--- src/rtl/uart_mmio_ctrl_pkg.sv ---
// Shared definitions for the MIPS150 UART / performance-counter MMIO block:
// the word addresses of every register, status bit positions and the
// address decoder used by the controller.
package uart_mmio_ctrl_pkg;

   localparam logic [31:0] ADDR_TX_STATUS = 32'h8000_0000;
   localparam logic [31:0] ADDR_RX_STATUS = 32'h8000_0004;
   localparam logic [31:0] ADDR_TX_DATA   = 32'h8000_0008;
   localparam logic [31:0] ADDR_RX_DATA   = 32'h8000_000C;
   localparam logic [31:0] ADDR_CYCLE_CNT = 32'h8000_0010;
   localparam logic [31:0] ADDR_INSTR_CNT = 32'h8000_0014;
   localparam logic [31:0] ADDR_CNT_CLEAR = 32'h8000_0018;

   // Bit inside the status words that carries the flag.
   localparam int TX_EMPTY_BIT = 0;
   localparam int RX_VALID_BIT = 0;

   // One-hot view of which register an address selects. At most one
   // field is set; an unmapped address sets none.
   typedef struct packed {
      logic tx_status;
      logic rx_status;
      logic tx_data;
      logic rx_data;
      logic cycle_cnt;
      logic instr_cnt;
      logic cnt_clear;
   } io_sel_t;

   // Exact word-address match only; partial or misaligned addresses miss.
   function automatic io_sel_t decode_addr(input logic [31:0] addr);
      io_sel_t sel;
      sel.tx_status = (addr == ADDR_TX_STATUS);
      sel.rx_status = (addr == ADDR_RX_STATUS);
      sel.tx_data   = (addr == ADDR_TX_DATA);
      sel.rx_data   = (addr == ADDR_RX_DATA);
      sel.cycle_cnt = (addr == ADDR_CYCLE_CNT);
      sel.instr_cnt = (addr == ADDR_INSTR_CNT);
      sel.cnt_clear = (addr == ADDR_CNT_CLEAR);
      return sel;
   endfunction

endpackage

--- src/rtl/uart_rx_fifo.sv ---
// Synchronous byte FIFO buffering characters from the UART receiver.
// Push is refused when full, pop is refused when empty; a simultaneous
// push and pop moves both pointers and leaves the occupancy unchanged.
module uart_rx_fifo #(
   parameter int RX_DEPTH = 8,
   parameter int RX_AW    = 3
) (
   input  logic         clk,
   input  logic         reset,
   input  logic         push_i,
   input  logic [7:0]   wdata_i,
   input  logic         pop_i,
   output logic [7:0]   head_o,
   output logic         full_o,
   output logic         empty_o,
   output logic [RX_AW:0] count_o
);

   localparam logic [RX_AW:0]   DEPTH_C = (RX_AW + 1)'(RX_DEPTH);
   localparam logic [RX_AW:0]   CNT_ONE = (RX_AW + 1)'(1);
   localparam logic [RX_AW-1:0] PTR_ONE = RX_AW'(1);

   logic [7:0]       mem [RX_DEPTH];
   logic [RX_AW-1:0] wr_ptr_q, wr_ptr_d;
   logic [RX_AW-1:0] rd_ptr_q, rd_ptr_d;
   logic [RX_AW:0]   count_q, count_d;
   logic             do_push;
   logic             do_pop;

   assign full_o  = (count_q == DEPTH_C);
   assign empty_o = (count_q == '0);
   assign count_o = count_q;
   assign head_o  = mem[rd_ptr_q];

   assign do_push = push_i && !full_o;
   assign do_pop  = pop_i && !empty_o;

   // Next pointers and occupancy; pointers wrap naturally at RX_DEPTH.
   always_comb begin
      wr_ptr_d = wr_ptr_q;
      rd_ptr_d = rd_ptr_q;
      count_d  = count_q;
      if (do_push) begin
         wr_ptr_d = wr_ptr_q + PTR_ONE;
      end
      if (do_pop) begin
         rd_ptr_d = rd_ptr_q + PTR_ONE;
      end
      case ({do_push, do_pop})
         2'b10:   count_d = count_q + CNT_ONE;
         2'b01:   count_d = count_q - CNT_ONE;
         default: count_d = count_q;
      endcase
   end

   // Pointer and occupancy state; reset discards any buffered bytes.
   always_ff @(posedge clk or posedge reset) begin
      if (reset) begin
         wr_ptr_q <= '0;
         rd_ptr_q <= '0;
         count_q  <= '0;
      end else begin
         wr_ptr_q <= wr_ptr_d;
         rd_ptr_q <= rd_ptr_d;
         count_q  <= count_d;
      end
   end

   // Storage array; contents are don't-care while the FIFO is empty.
   always_ff @(posedge clk) begin
      if (do_push) begin
         mem[wr_ptr_q] <= wdata_i;
      end
   end

endmodule

--- src/rtl/uart_mmio_ctrl.sv ---
// MMIO controller at 0x8000_00xx for the MIPS150 datapath: UART TX holding
// register, RX FIFO, cycle and retired-instruction counters. Load data is
// registered so it lines up with the one-cycle data-memory read path.
module uart_mmio_ctrl
   import uart_mmio_ctrl_pkg::*;
#(
   parameter int RX_DEPTH = 8,
   parameter int RX_AW    = 3
) (
   input  logic        clk,
   input  logic        reset,
   input  logic [31:0] Address,
   input  logic [31:0] WriteData,
   input  logic        we,
   input  logic        re,
   input  logic        instr_retire,
   output logic [31:0] ReadData,
   output logic [7:0]  DataIn,
   output logic        DataInValid,
   input  logic        DataInReady,
   input  logic [7:0]  DataOut,
   input  logic        DataOutValid,
   output logic        DataOutReady
);

   io_sel_t        sel;
   logic [31:0]    read_q, read_d;
   logic           tx_full_q, tx_full_d;
   logic [7:0]     tx_byte_q, tx_byte_d;
   logic [31:0]    cycle_q, cycle_d;
   logic [31:0]    instr_q, instr_d;
   logic           rx_pop;
   logic [7:0]     rx_head;
   logic           rx_full;
   logic           rx_empty;
   logic [RX_AW:0] rx_count;
   logic           tx_write;
   logic           tx_xfer;
   logic           cnt_clear;

   assign sel       = decode_addr(Address);
   assign tx_write  = we && sel.tx_data;
   assign tx_xfer   = tx_full_q && DataInReady;
   assign cnt_clear = we && sel.cnt_clear;
   assign rx_pop    = re && sel.rx_data;

   assign ReadData     = read_q;
   assign DataIn       = tx_byte_q;
   assign DataInValid  = tx_full_q;
   assign DataOutReady = !rx_full;

   uart_rx_fifo #(
      .RX_DEPTH (RX_DEPTH),
      .RX_AW    (RX_AW)
   ) u_rx_fifo (
      .clk     (clk),
      .reset   (reset),
      .push_i  (DataOutValid),
      .wdata_i (DataOut),
      .pop_i   (rx_pop),
      .head_o  (rx_head),
      .full_o  (rx_full),
      .empty_o (rx_empty),
      .count_o (rx_count)
   );

   // Load result: sampled from current state when re is high, held otherwise.
   always_comb begin
      read_d = read_q;
      if (re) begin
         read_d = '0;
         if (sel.tx_status) begin
            read_d[TX_EMPTY_BIT] = !tx_full_q;
         end
         if (sel.rx_status) begin
            read_d[RX_VALID_BIT] = !rx_empty;
         end
         if (sel.rx_data && !rx_empty) begin
            read_d = {24'b0, rx_head};
         end
         if (sel.cycle_cnt) begin
            read_d = cycle_q;
         end
         if (sel.instr_cnt) begin
            read_d = instr_q;
         end
      end
   end

   // TX holding register: a store is accepted when empty or when the held
   // byte leaves in the same cycle; otherwise the store is dropped.
   always_comb begin
      tx_full_d = tx_full_q;
      tx_byte_d = tx_byte_q;
      if (tx_write && (!tx_full_q || tx_xfer)) begin
         tx_full_d = 1'b1;
         tx_byte_d = WriteData[7:0];
      end else if (tx_xfer) begin
         tx_full_d = 1'b0;
      end
   end

   // Performance counters: clear takes priority over counting.
   always_comb begin
      cycle_d = cycle_q + 32'd1;
      instr_d = instr_q + 32'(instr_retire);
      if (cnt_clear) begin
         cycle_d = '0;
         instr_d = '0;
      end
   end

   // State registers for read data, TX holding and counters.
   always_ff @(posedge clk or posedge reset) begin
      if (reset) begin
         read_q    <= '0;
         tx_full_q <= 1'b0;
         tx_byte_q <= '0;
         cycle_q   <= '0;
         instr_q   <= '0;
      end else begin
         read_q    <= read_d;
         tx_full_q <= tx_full_d;
         tx_byte_q <= tx_byte_d;
         cycle_q   <= cycle_d;
         instr_q   <= instr_d;
      end
   end

endmodule

--- config.mk ---
export PLATFORM = sky130hd
export DESIGN_NAME = uart_mmio_ctrl
export DESIGN_NICKNAME = d
export VERILOG_FILES = /design/src/rtl/uart_mmio_ctrl_pkg.sv /design/src/rtl/uart_rx_fifo.sv /design/src/rtl/uart_mmio_ctrl.sv
export SDC_FILE = /design/constraint.sdc
export NUM_CORES = 1
export LEC_CHECK = 0
export BUFFER_PORTS_ARGS = -buffer_cell sky130_fd_sc_hd__buf_2
export CAP_MARGIN = 10
export CORE_ASPECT_RATIO = 1.75
export CORE_MARGIN = 4
export CORE_UTILIZATION = 62
export CTS_CLUSTER_DIAMETER = 80
export DETAILED_ROUTE_END_ITERATION = 7
export PLACE_DENSITY_LB_ADDON = 0.15
export SLEW_MARGIN = 10
export SYNTH_ARGS = -nofsm -noshare
export SYNTH_HDL_FRONTEND = slang
export SYNTH_HIERARCHICAL = 1
export SYNTH_SLANG_ARGS = --single-unit
--- constraint.sdc ---
create_clock -name clk -period 5.05 [get_ports clk]
set_input_delay 0 -clock clk [delete_from_list [all_inputs] [get_ports clk]]
set_output_delay 0 -clock clk [all_outputs]
set_load 0.02 [all_outputs]
==> impl_metrics.ini <==
[clock_network]
clk_transition_reported_paths_ns = 0.06
clk_path_buf_depth = 2
clkLatencyLatePin_ns = 0.42
postCtsSetupBuffers = 0
cts_sinks = 179
cts_max_level = 4
cts_buffers = 17
cts_tree = done
cts-root-buf = clkbuf_16

[power_and_ir_drop]
power_density_nw_per_um2 = 362
p_switching_mw = 0.896
pwr-share-comb_pct = 11.1
p_seq_share_pct = 50.2
p_leak_nw = 4.20
swShare_pct = 25.6
p_int_mw = 2.60
p_clk_share_pct = 38.7
max-vdd-ir-drop_uv = 313

[critical_path]
worst-path-buf-inv = 2
end_kind = register
required_ns = 5.33
path_class = in2reg
cp.arrival_ns = 3.42
start_kind = input port
cp_max_fo = 9
slowest_delay_ns = 0.63
cp_slowest_cell = or4b_2
cp_cell_sequence = buf_2 -> nor4_1 -> nand4_1 -> nor3_1 -> and4_1 -> o41ai_2 -> inv_1 -> ha_1 -> ha_1 -> or4b_2 -> o311ai_0 -> o211ai_1
crit_family = simple AND/OR/NAND/NOR gates
crit_top_cell = ha_1

[drt]
routed_wl_um = 18700
drt-pass1-iter-count = 4
via_count = 5611
drt_iter0_markers = 278
drc = 0
ant_nets = 0
vias_per_cell = 5.96
wl_per_cell_um = 19.8

[synthesis]
synth_compound_area_share_pct = 5.49
syn_nets = 735
yosysSeqAreaShare_pct = 58.1
ys_warn_count = 6
synthMuxAreaShare_pct = 10.6
ys_ff_latch = 179
yosys.area_share.adder_pct = 1.45
synth_top_family_by_area = simple AND/OR/NAND/NOR gates
synth-edff-count = 64
yosys.area_share.simple_pct = 15.0
synthDistinctLibCells = 54
synth.avg_cell_area_um2 = 12.8
synth-xor-area-share_pct = 6.89
synth_cells = 647
syn_area_um2 = 8260
synth_ff_type = dfrtp_1
async_flop_share_pct = 64.2

[sta]
min_period_ns = 3.14
tightest_slew_ns = 1.15
setup_viol = 0
tns_ns = 0
finalWorstSetupSlack_ns = 1.91
slew_headroom_pct = 23.7
maxSlewViolCount = 0
hold_viol_final = 0
rsz0062_at_grt = false
holdWs_ns = 0.0296
fin_crit_sh_pct = 62.1
fmax_mhz = 319
clock_skew_ns = 0.0128

[die]
rows = 55
ios = 121
chipWidth_um = 95.2
die_h_um = 161
die_area_um2 = 15300
core-area_um2 = 13000
initial_core_util_pct = 63.5

[outcome]
status = finished clean

[cells_and_area]
layout.nets = 845
drive_above_1_share_pct = 21.4
finish.utilization_pct = 74.2
final_cell_area_um2 = 9650
insertedDiodeCount = 0
fillers = 861
area_growth_pct = 16.9

[hold_path]
holdCritPathClass = in2reg

[place]
port-buffer-count = 96
place_area_um2 = 8850
dp_slack_ns = 1.58
dpl.hpwl_um = 12600
place_congestion = 0.825

[grt]
grt_max_degree = 89
overflow = 0
grt_pass1_vias = 5942
grt_usage_pct = 26.0
antenna_found_initial = 0
grt_pass1_wl_um = 30200

[flow_run]
max_cap_viol_count = 0
## per-layer routing
| layer | track usage [%] | up-vias | routed length, µm |
|---|---|---|---|
| li1 | - | 2601 | - |
| met1 | 29.3 | 2861 | 6690 |
| met2 | 45.8 | 113 | 10800 |
| met3 | 5.86 | 36 | 636 |
| met4 | 11.8 | 0 | 514 |
| met5 | 0 | - | 0 |
## tightest hold or removal path, delay by kind of cell
family                 cells  cell delay [ns]
buffers and inverters      1             0.11
and+or+nand+nor            3             0.30
## cell families after synthesis
| family | after synthesis |
|---|---|
| AO/OA/AOI/OAI | 57 |
| XOR/XNOR | 65 |
| adder cells (fa/ha/maj) | 9 |
| buffers and inverters | 44 |
| flip-flops | 179 |
| multiplexers | 59 |
| AND/OR/NAND/NOR | 234 |
## through the flow
stage,instances,power (mW)
floorplan,647,2.00
CTS,941,3.51
detailed placement,889,2.15
global route,941,3.64
global placement,889,2.11
finish,941,3.50
## Yosys cell counts, types with 6 or more instances
cell	count	share of area, %
nor4_1	7	0.53
a21oi_1	10	0.61
o32ai_1	8	0.85
and3_1	13	0.99
buf_2	12	0.73
mux4_1	16	5.1
dfrtp_1	115	35
nand4_1	30	2.3
edfxtp_1	64	23
mux2i_1	25	3.0
nor3_1	7	0.42
inv_1	12	0.55
nor2_1	86	3.9
xnor2_1	17	1.8
xor2_1	48	5.1
and4_1	6	0.64
nand2_1	25	1.1
clkbuf_1	13	0.59
o21a_1	7	0.64
ha_1	8	1.2
o2bb2ai_1	24	2.5
mux2_2	18	2.5
nand3_1	31	1.9
## timing repair
action | CTS | global route
endpoints found under the hold margin | 104 | 0
gates resized for setup | 0 | 0
hold buffers | 20 | 0
## layout by cell type, fill, tap and decap left out, types with 4 or more instances in the layout
cell type / count
and3_1: 12
nor4_1: 7
a21oi_1: 10
nor2b_1: 4
nand4_1: 30
o32ai_1: 8
dlygate4sd3_1: 20
edfxtp_1: 64
xor2_1: 48
mux2i_1: 25
and4_1: 6
clkbuf_16: 17
o21a_1: 7
nor3_1: 7
buf_4: 7
mux4_1: 16
ha_1: 8
inv_1: 11
xnor2_1: 17
o2bb2ai_1: 24
nand3_1: 31
dfrtp_1: 115
nor2_1: 86
buf_2: 96
mux2_2: 18
inv_6: 6
nand2_1: 25
## sequential cells by signal, summed over array words and instances (netlist names)
| signal | cells |
|---|---|
| DataIn | 8 |
| DataInValid | 1 |
| ReadData | 32 |
| cycle_q | 32 |
| instr_q | 32 |
| u_rx_fifo/count_o | 4 |
| u_rx_fifo/mem | 64 |
| u_rx_fifo/rd_ptr_q | 3 |
| u_rx_fifo/wr_ptr_q | 3 |
## final cells by class
| type | count | area (µm²) | share of cell area (%) |
|---|---|---|---|
| multi-input cells | 424 | 3250 | 33.7 |
| clock inverters | 13 | 171 | 1.78 |
| clock buffers | 19 | 433 | 4.49 |
| flip-flops and latches | 179 | 4800 | 49.7 |
| well taps | 171 | 214 | 2.22 |
| inverters | 12 | 47.5 | 0.493 |
| repair buffers | 123 | 733 | 7.60 |
## worst paths after layout
| check | from | endpoint | slack (ns) | cells past startpoint |
|---|---|---|---|---|
| max | Address[10] | u_rx_fifo/count_o[3] | 1.91 | 12 |
| min | we | DataInValid | 0.03 | 4 |
| max reg2reg | u_rx_fifo/count_o[0] | u_rx_fifo/count_o[3] | 2.06 | 7 |
| min reg2reg | ReadData[31] | ReadData[31] | 0.48 | 1 |
| max in group asynchronous | reset | cycle_q[11] | 3.63 | 4 |
| min in group asynchronous | reset | instr_q[24] | 0.06 | 3 |
## power by group through the flow
stage | logic, mW | registers [mW] | clock network (mW)
2_1_floorplan | 0.252 | 1.75 | 0
3_3_place_gp | 0.350 | 1.76 | 0
3_5_place_dp | 0.373 | 1.78 | 0
4_1_cts | 0.389 | 1.75 | 1.37
5_1_grt | 0.433 | 1.77 | 1.44
6_report | 0.388 | 1.75 | 1.35
(Power assumes the default switching activity.)
